`src/rtl/fp_nextafter128_arb.sv`:
```
// Arbiter and in-flight ID tracker in front of a shared 2-stage 128-bit nextafter unit.
// Define FPNXT_ARB_RR_EN for round-robin grant; the default is fixed priority (lowest index wins).
module fp_nextafter128_arb #(
  parameter int NREQ = 4,
  parameter int IDW  = $clog2(NREQ),
  parameter int LAT  = 2
) (
  input  logic                   clk,
  input  logic                   rst,
  input  logic [NREQ-1:0]        req_valid,
  output logic [NREQ-1:0]        req_ready,
  input  logic [NREQ*128-1:0]    req_a,
  input  logic [NREQ*128-1:0]    req_b,
  output logic                   fu_ce,
  output logic [127:0]           fu_a,
  output logic [127:0]           fu_b,
  input  logic [127:0]           fu_o,
  output logic                   res_valid,
  input  logic                   res_ready,
  output logic [IDW-1:0]         res_id,
  output logic [127:0]           res_o,
  output logic [1:0]             inflight
);

  logic [LAT-1:0] v_q, v_d;
  logic [IDW-1:0] id_q [LAT];
  logic [IDW-1:0] id_d [LAT];

  logic           gnt_found;
  logic [IDW-1:0] gnt_idx;
  logic           gnt_en;

`ifdef FPNXT_ARB_RR_EN
  logic [IDW-1:0] ptr_q, ptr_d;

  // Search starts at the pointer and wraps, so the last winner drops to lowest priority.
  always_comb begin
    int             idx;
    logic [IDW-1:0] cand;
    gnt_found = 1'b0;
    gnt_idx   = '0;
    idx       = 0;
    cand      = '0;
    for (int i = 0; i < NREQ; i++) begin
      idx = int'(ptr_q) + i;
      if (idx >= NREQ) idx = idx - NREQ;
      cand = IDW'(idx);
      if (!gnt_found && req_valid[cand]) begin
        gnt_found = 1'b1;
        gnt_idx   = cand;
      end
    end
  end

  always_comb begin
    ptr_d = ptr_q;
    if (gnt_en) ptr_d = (gnt_idx == IDW'(NREQ - 1)) ? '0 : gnt_idx + 1'b1;
  end

  always_ff @(posedge clk) begin
    if (rst) ptr_q <= '0;
    else     ptr_q <= ptr_d;
  end
`else
  always_comb begin
    gnt_found = 1'b0;
    gnt_idx   = '0;
    for (int i = NREQ - 1; i >= 0; i--) begin
      if (req_valid[i]) begin
        gnt_found = 1'b1;
        gnt_idx   = IDW'(i);
      end
    end
  end
`endif

  always_comb begin
    int cnt;
    // NOTE: every output of this block gets a default before any branch, so no latch can be inferred.
    fu_ce     = rst | ~v_q[LAT-1] | res_ready;
    gnt_en    = fu_ce & ~rst & gnt_found;
    req_ready = '0;
    fu_a      = '0;
    fu_b      = '0;
    for (int i = 0; i < NREQ; i++) begin
      if (gnt_en && gnt_idx == IDW'(i)) begin
        req_ready[i] = 1'b1;
        fu_a         = req_a[128*i +: 128];
        fu_b         = req_b[128*i +: 128];
      end
    end

    // Tracking advances only with the unit's clock enable so IDs stay aligned with data.
    v_d  = v_q;
    id_d = id_q;
    if (fu_ce) begin
      v_d[0]  = gnt_en;
      id_d[0] = gnt_en ? gnt_idx : id_q[0];
      for (int i = 1; i < LAT; i++) begin
        v_d[i]  = v_q[i-1];
        id_d[i] = id_q[i-1];
      end
    end

    cnt = 0;
    for (int i = 0; i < LAT; i++) cnt = cnt + int'(v_q[i]);
    inflight = 2'(cnt);
  end

  always_ff @(posedge clk) begin
    // NOTE: non-blocking assignments so every flop samples pre-edge values regardless of order.
    if (rst) begin
      v_q <= '0;
      for (int i = 0; i < LAT; i++) id_q[i] <= '0;
    end else begin
      v_q <= v_d;
      for (int i = 0; i < LAT; i++) id_q[i] <= id_d[i];
    end
  end

  assign res_valid = v_q[LAT-1];
  assign res_id    = id_q[LAT-1];
  assign res_o     = fu_o;

endmodule

```
`config.mk`:
```
export PLATFORM = sky130hd
export DESIGN_NAME = fp_nextafter128_arb
export DESIGN_NICKNAME = d
export VERILOG_FILES = /design/src/rtl/fp_nextafter128_arb.sv
export SDC_FILE = /design/constraint.sdc
export NUM_CORES = 1
export LEC_CHECK = 0
export CORE_AREA = 4 4 608 610
export DETAILED_ROUTE_END_ITERATION = 7
export DIE_AREA = 0 0 612 614
export GPL_TIMING_DRIVEN = 1
export SLEW_MARGIN = 20
export SYNTH_ARGS = -nofsm -noshare
export SYNTH_HDL_FRONTEND = slang
export SYNTH_SLANG_ARGS = --single-unit
export TNS_END_PERCENT = 5
```
`constraint.sdc`:
```
create_clock -name clk -period 2.6 [get_ports clk]
set_input_delay 0.52 -clock clk [delete_from_list [all_inputs] [get_ports clk]]
set_output_delay 0.52 -clock clk [all_outputs]
set_load 0.005 [all_outputs]
```
Word-level counts from Yosys, hierarchy flattened --
Index checks and enable logic that the tools add are counted.
Cells by class: add/sub/neg operators 1, equal/unequal tests 3, multiplexer cells 20, bitwise logic cells 6, reduce and logical (&&, ||, !) cells 6
Operators by type and width (number):
- $mux 128 | 8
- $mux 1 | 8
- $mux 2 | 4
- $eq 2x2->1 const B | 2
- $logic_and 1x1->1 | 4
- $add 1x1->2 | 1
- $and 1x1->1 | 2
- $eq 2x1->1 const B | 1
- $logic_not 2->1 | 1
- $not 1->1 | 2
- $or 1x1->1 | 2
- $reduce_and 2->1 | 1
Storage, ports and cells: bits in registers 6, input bits 1159, output and inout port bits 394, logic and storage cells 39

Logic depth before layout (Yosys ltp) --
Gate-level depths: netlist of run 1.
word-level depth 10, depth in mapped cells 8, mapped depth without buffers 4

Least setup slack after synthesis of run 1 --
OpenSTA, ideal clock, no wires.
path kind input port to output port, from in rst, to out fu_b[100], arrival time 1638 ps, required time 2080 ps, path slack 442 ps, stages on the path 6, path buffers 3, cells stage by stage buf_4 -> nor4_4 -> buf_2 -> buf_2 -> a221oi_1 -> a21oi_1
Between the ends: longest elaborated chain between the ends 9, elaborated cells on any way between the ends 13, classes of those cells mux: 4; bitwise: 5; reduce/logical: 4
RTL lines:
- start, declared | RTL line 9 | input logic rst,
- $or 1x1->1 (2 in a row) | RTL line 80 | fu_ce = rst | ~v_q[LAT-1] | res_ready;
- $and 1x1->1 (*) (2 in a row) | RTL line 81 | gnt_en = fu_ce & ~rst & gnt_found;
- $logic_and 1x1->1 | RTL line 86 | if (gnt_en && gnt_idx == IDW'(i)) begin
- $mux 128 (3 in a row) | RTL line 86
- $mux 128 (*) | RTL line 86
- end, declared | RTL line 16 | output logic [127:0] fu_b,
Every way passes the cells marked *; elsewhere a longest branch is shown, timed or not.

Final worst setup path of run 1 --
from in res_ready, to out fu_b[117]
Between the ends: longest elaborated chain between the ends 8, elaborated cells on any way between the ends 11, classes of those cells mux: 4; bitwise: 3; reduce/logical: 4
RTL lines:
- start, declared | RTL line 19 | input logic res_ready,
- $or 1x1->1 (*) | RTL line 80
- $and 1x1->1 (*) (2 in a row) | RTL line 81
- $logic_and 1x1->1 | RTL line 86
- $mux 128 (3 in a row) | RTL line 86
- $mux 128 (*) | RTL line 86
Marks and branches as above.

==> results of run 1 <==
==> cell usage after synthesis <==
cell type	count
mux2i_1	257
a221oi_1	256
a21oi_1	249
buf_4	141
buf_2	102
buf_6	27
a21oi_2	8
nor2_1	7
dfxtp_1	6
clkbuf_1	4
inv_1	3
a22o_1	2
and2_1	2
a211oi_1	1
a21o_1	1
ha_1	1
nand2_1	1
nand2b_1	1
nand3b_1	1
nor2b_1	1
nor3b_4	1
nor4_4	1
nor4b_4	1
o211ai_1	1
==> cell families (layout without fill, tap and decap cells) <==
group / count (synthesis) / in the layout
other: 0 / 202
buffers and inverters: 277 / 1570
AO/OA/AOI/OAI: 518 / 518
adder cells (fa/ha/maj): 1 / 1
AND/OR/NAND/NOR: 16 / 16
flip-flops: 6 / 6
multiplexers: 257 / 257
==> registers in the layout, indices dropped and copies added, names as in the netlist <==
name,count
res_id,2
v_q,2
id_q,2
==> through the flow <==
step           util (%)  power [mW]  hold WS, ns
3_5_place_dp      7.683       5.617       0.4713
2_1_floorplan         -       1.375       0.4435
6_report          9.260       7.006       0.4768
5_1_grt           9.225       7.147       0.5119
3_3_place_gp      7.666       5.584       0.4605
4_1_cts           8.788       6.731       0.4790
==> layer usage <==
metal	vias up	track usage, %	part of all wire, %	routed length, um
li1	7182	-	-	-
met1	9158	15.90	29	106700
met2	2516	28.68	43	160500
met3	1252	19.37	22	81000
met4	402	7.825	5.7	21340
met5	-	1.214	0.96	3593
==> what timing repair did <==
| item | 4_1_cts | 5_1_grt |
|---|---|---|
| cloned | 25 | 7 |
| endpoints found under the setup margin | 261 | 259 |
| pin swaps | 21 | 15 |
| setup buffers | 64 | 35 |
| gates resized for setup | 871 | 331 |
==> path summary, 6_finish.rpt <==
check / from / to / slack [ns] / depth (start not counted)
hold / removal: res_id[0] / res_id[0] / 0.48 / 1
hold reg to reg: res_id[0] / res_id[0] / 0.48 / 1
setup / recovery: res_ready / fu_b[117] / -0.53 / 14
setup reg to reg: v_q[1] / id_q[2] / 1.15 / 6
==> power breakdown <==
part	internal (mW)	switching [mW]
registers	0.0982	0.00325
clock network	0.197	0.0520
logic	3.48	3.18
total	3.77	3.23
==> cell usage in the layout, fill, tap and decap left out, types with 51 or more instances in the layout <==
master / netlist / layout
mux2i_4: 0 / 100
a21oi_1: 249 / 146
buf_4: 141 / 127
clkdlybuf4s50_1: 0 / 1027
buf_16: 0 / 51
buf_12: 0 / 156
a21oi_2: 8 / 101
mux2i_1: 257 / 113
a221oi_1: 256 / 132
a221oi_2: 0 / 86
diode_2: 0 / 202
buf_2: 102 / 97
==> final cells by class <==
class | count | area [um^2] | share of cell area, %
timing repair buffer | 1564 | 17590 | 52.13
multi-input combinational | 792 | 9417 | 27.90
tap | 4816 | 6026 | 17.86
antenna | 202 | 505.5 | 1.498
sequential | 6 | 121.4 | 0.3596
clock buffer | 3 | 75.07 | 0.2225
inverter | 3 | 11.26 | 0.03337
==> impl_metrics.yaml, run 1 <==
status:
  status: "finished, violations left"
  failed_checks: "negative setup slack"
synthesis:
  syn_area_um2: 8329
  synthXorXnorAreaFrac_pct: 0
  postSynthCellCount: 1075
  yosysTopAreaCellShare_pct: 30.88
  syn_area_per_cell_um2: 7.748
  synth-simple-area-share_pct: 1.517
  yosysSeqAreaShare_pct: 1.442
  syn_nets: 2235
  synth_cell_types: 24
  synthMuxAreaShare_pct: 30.88
  synth_seq_cells: 6
  yosysTopAreaCell: "mux2i_1"
  synth_top_family_by_area: "compound AO/OA/AOI/OAI gates"
  synth_compound_area_share_pct: 43.20
  synth_warnings: 0
  synth_fa_ha_area_share_pct: 0.1502
  synth.area.top_cells: "mux2i_1 (31%), a221oi_1 (27%), a21oi_1 (15%), buf_4 (13%), buf_2 (6.1%)"
global_route:
  grt_pass1_vias: 16930
  grt_pass1_wl_mm: 405.7
  overflow: 0
  antenna_found_initial: 532
  grt_max_degree: 55
  groute.usage.overall_pct: 18.74
die:
  core_area_um2: 364400
  dieArea_um2: 375800
  start_util_pct: 2.286
  die-width_um: 612
  ios: 1553
  fp-row-count: 222
  die_y_um: 614
placement:
  gp_congestion: 1.210
  portBuffers: 1296
  place_area_um2: 28000
  dp_cells: 7055
  dpl_worst_slack_ns: -1.633
  dp_hpwl_mm: 346.5
layout:
  fillCellCount: 42190
  fin_cells: 7386
  design_area_um2: 33750
  nNetsFinal: 3530
  drive_gt1_share_pct: 38.51
  area_growth_pct: 305.2
sta:
  fin_ws_ns: -0.5254
  finalSetupViolCount: 258
  drv_slew: 0
  tns_ns: -77.59
  rsz0062_at_grt: "true"
  hold_viol: 0
  fin_skew_ns: 0.0003028
  fin_crit_ns: 3.125
  fmaxAchievable_ghz: 0.3200
  period_share_pct: 120.2
  relSlewSlack_pct: 49.57
  tightest_slew_ns: 0.7354
setup_path:
  crit_family: "buffers and inverters"
  end_kind: "output port"
  crit_buf_inv: 10
  crit_required_ns: 2.08
  path_cells: "buf_12 -> nor2b_4 -> buf_6 -> buf_6 -> nor4_4 -> buf_12 -> buf_16 -> buf_16 -> buf_16 -> buf_12 -> buf_4 -> a221oi_1 -> a21oi_2 -> buf_12"
  cp_slowest_stage_delay_ns: 0.37
  crit_top_cell: "buf_12"
  start_kind: "input pin"
  critPathKind: "in -> out"
  cp_data_arrival_time_ns: 2.61
  cp_slowest_cell: "a221oi_1"
  cp_max_fo: 8
clocking:
  htreeDepth: 1
  hold_buffers: 0
  cts_num_sinks: 6
  cts-buffers-inserted: 3
  clk_latency_ns: 0.23
  cts.root.buffer_cell: "clkbuf_16"
  cts.clk_slew.worst_paths_ns: 0.03
  cts_tree: "yes"
  cts_buffer_depth: 2
run:
  cap_violations: 0
route:
  num_vias: 20510
  wirelength_mm: 373.1
  ant_nets: 0
  dr.pass1.iters: 7
  viasPerCell: 2.777
  wire_per_inst_um: 50.51
  drc: 0
  drt_iter0_markers: 2184
hold_path:
  min_path_type: "reg -> reg"
power:
  leakage_nw: 10.36
  vdd_drop_max_uv: 114.5
  power_density_nw_per_um2: 207.6
Power figures use the tool's default switching activity.
==> inputs of run 2 (changes only) <==
- ABC_CLOCK_PERIOD_IN_PS: unset -> 2600
==> results of run 2 <==
No change in the layout: final DEF, timing and power equal those of run 1.
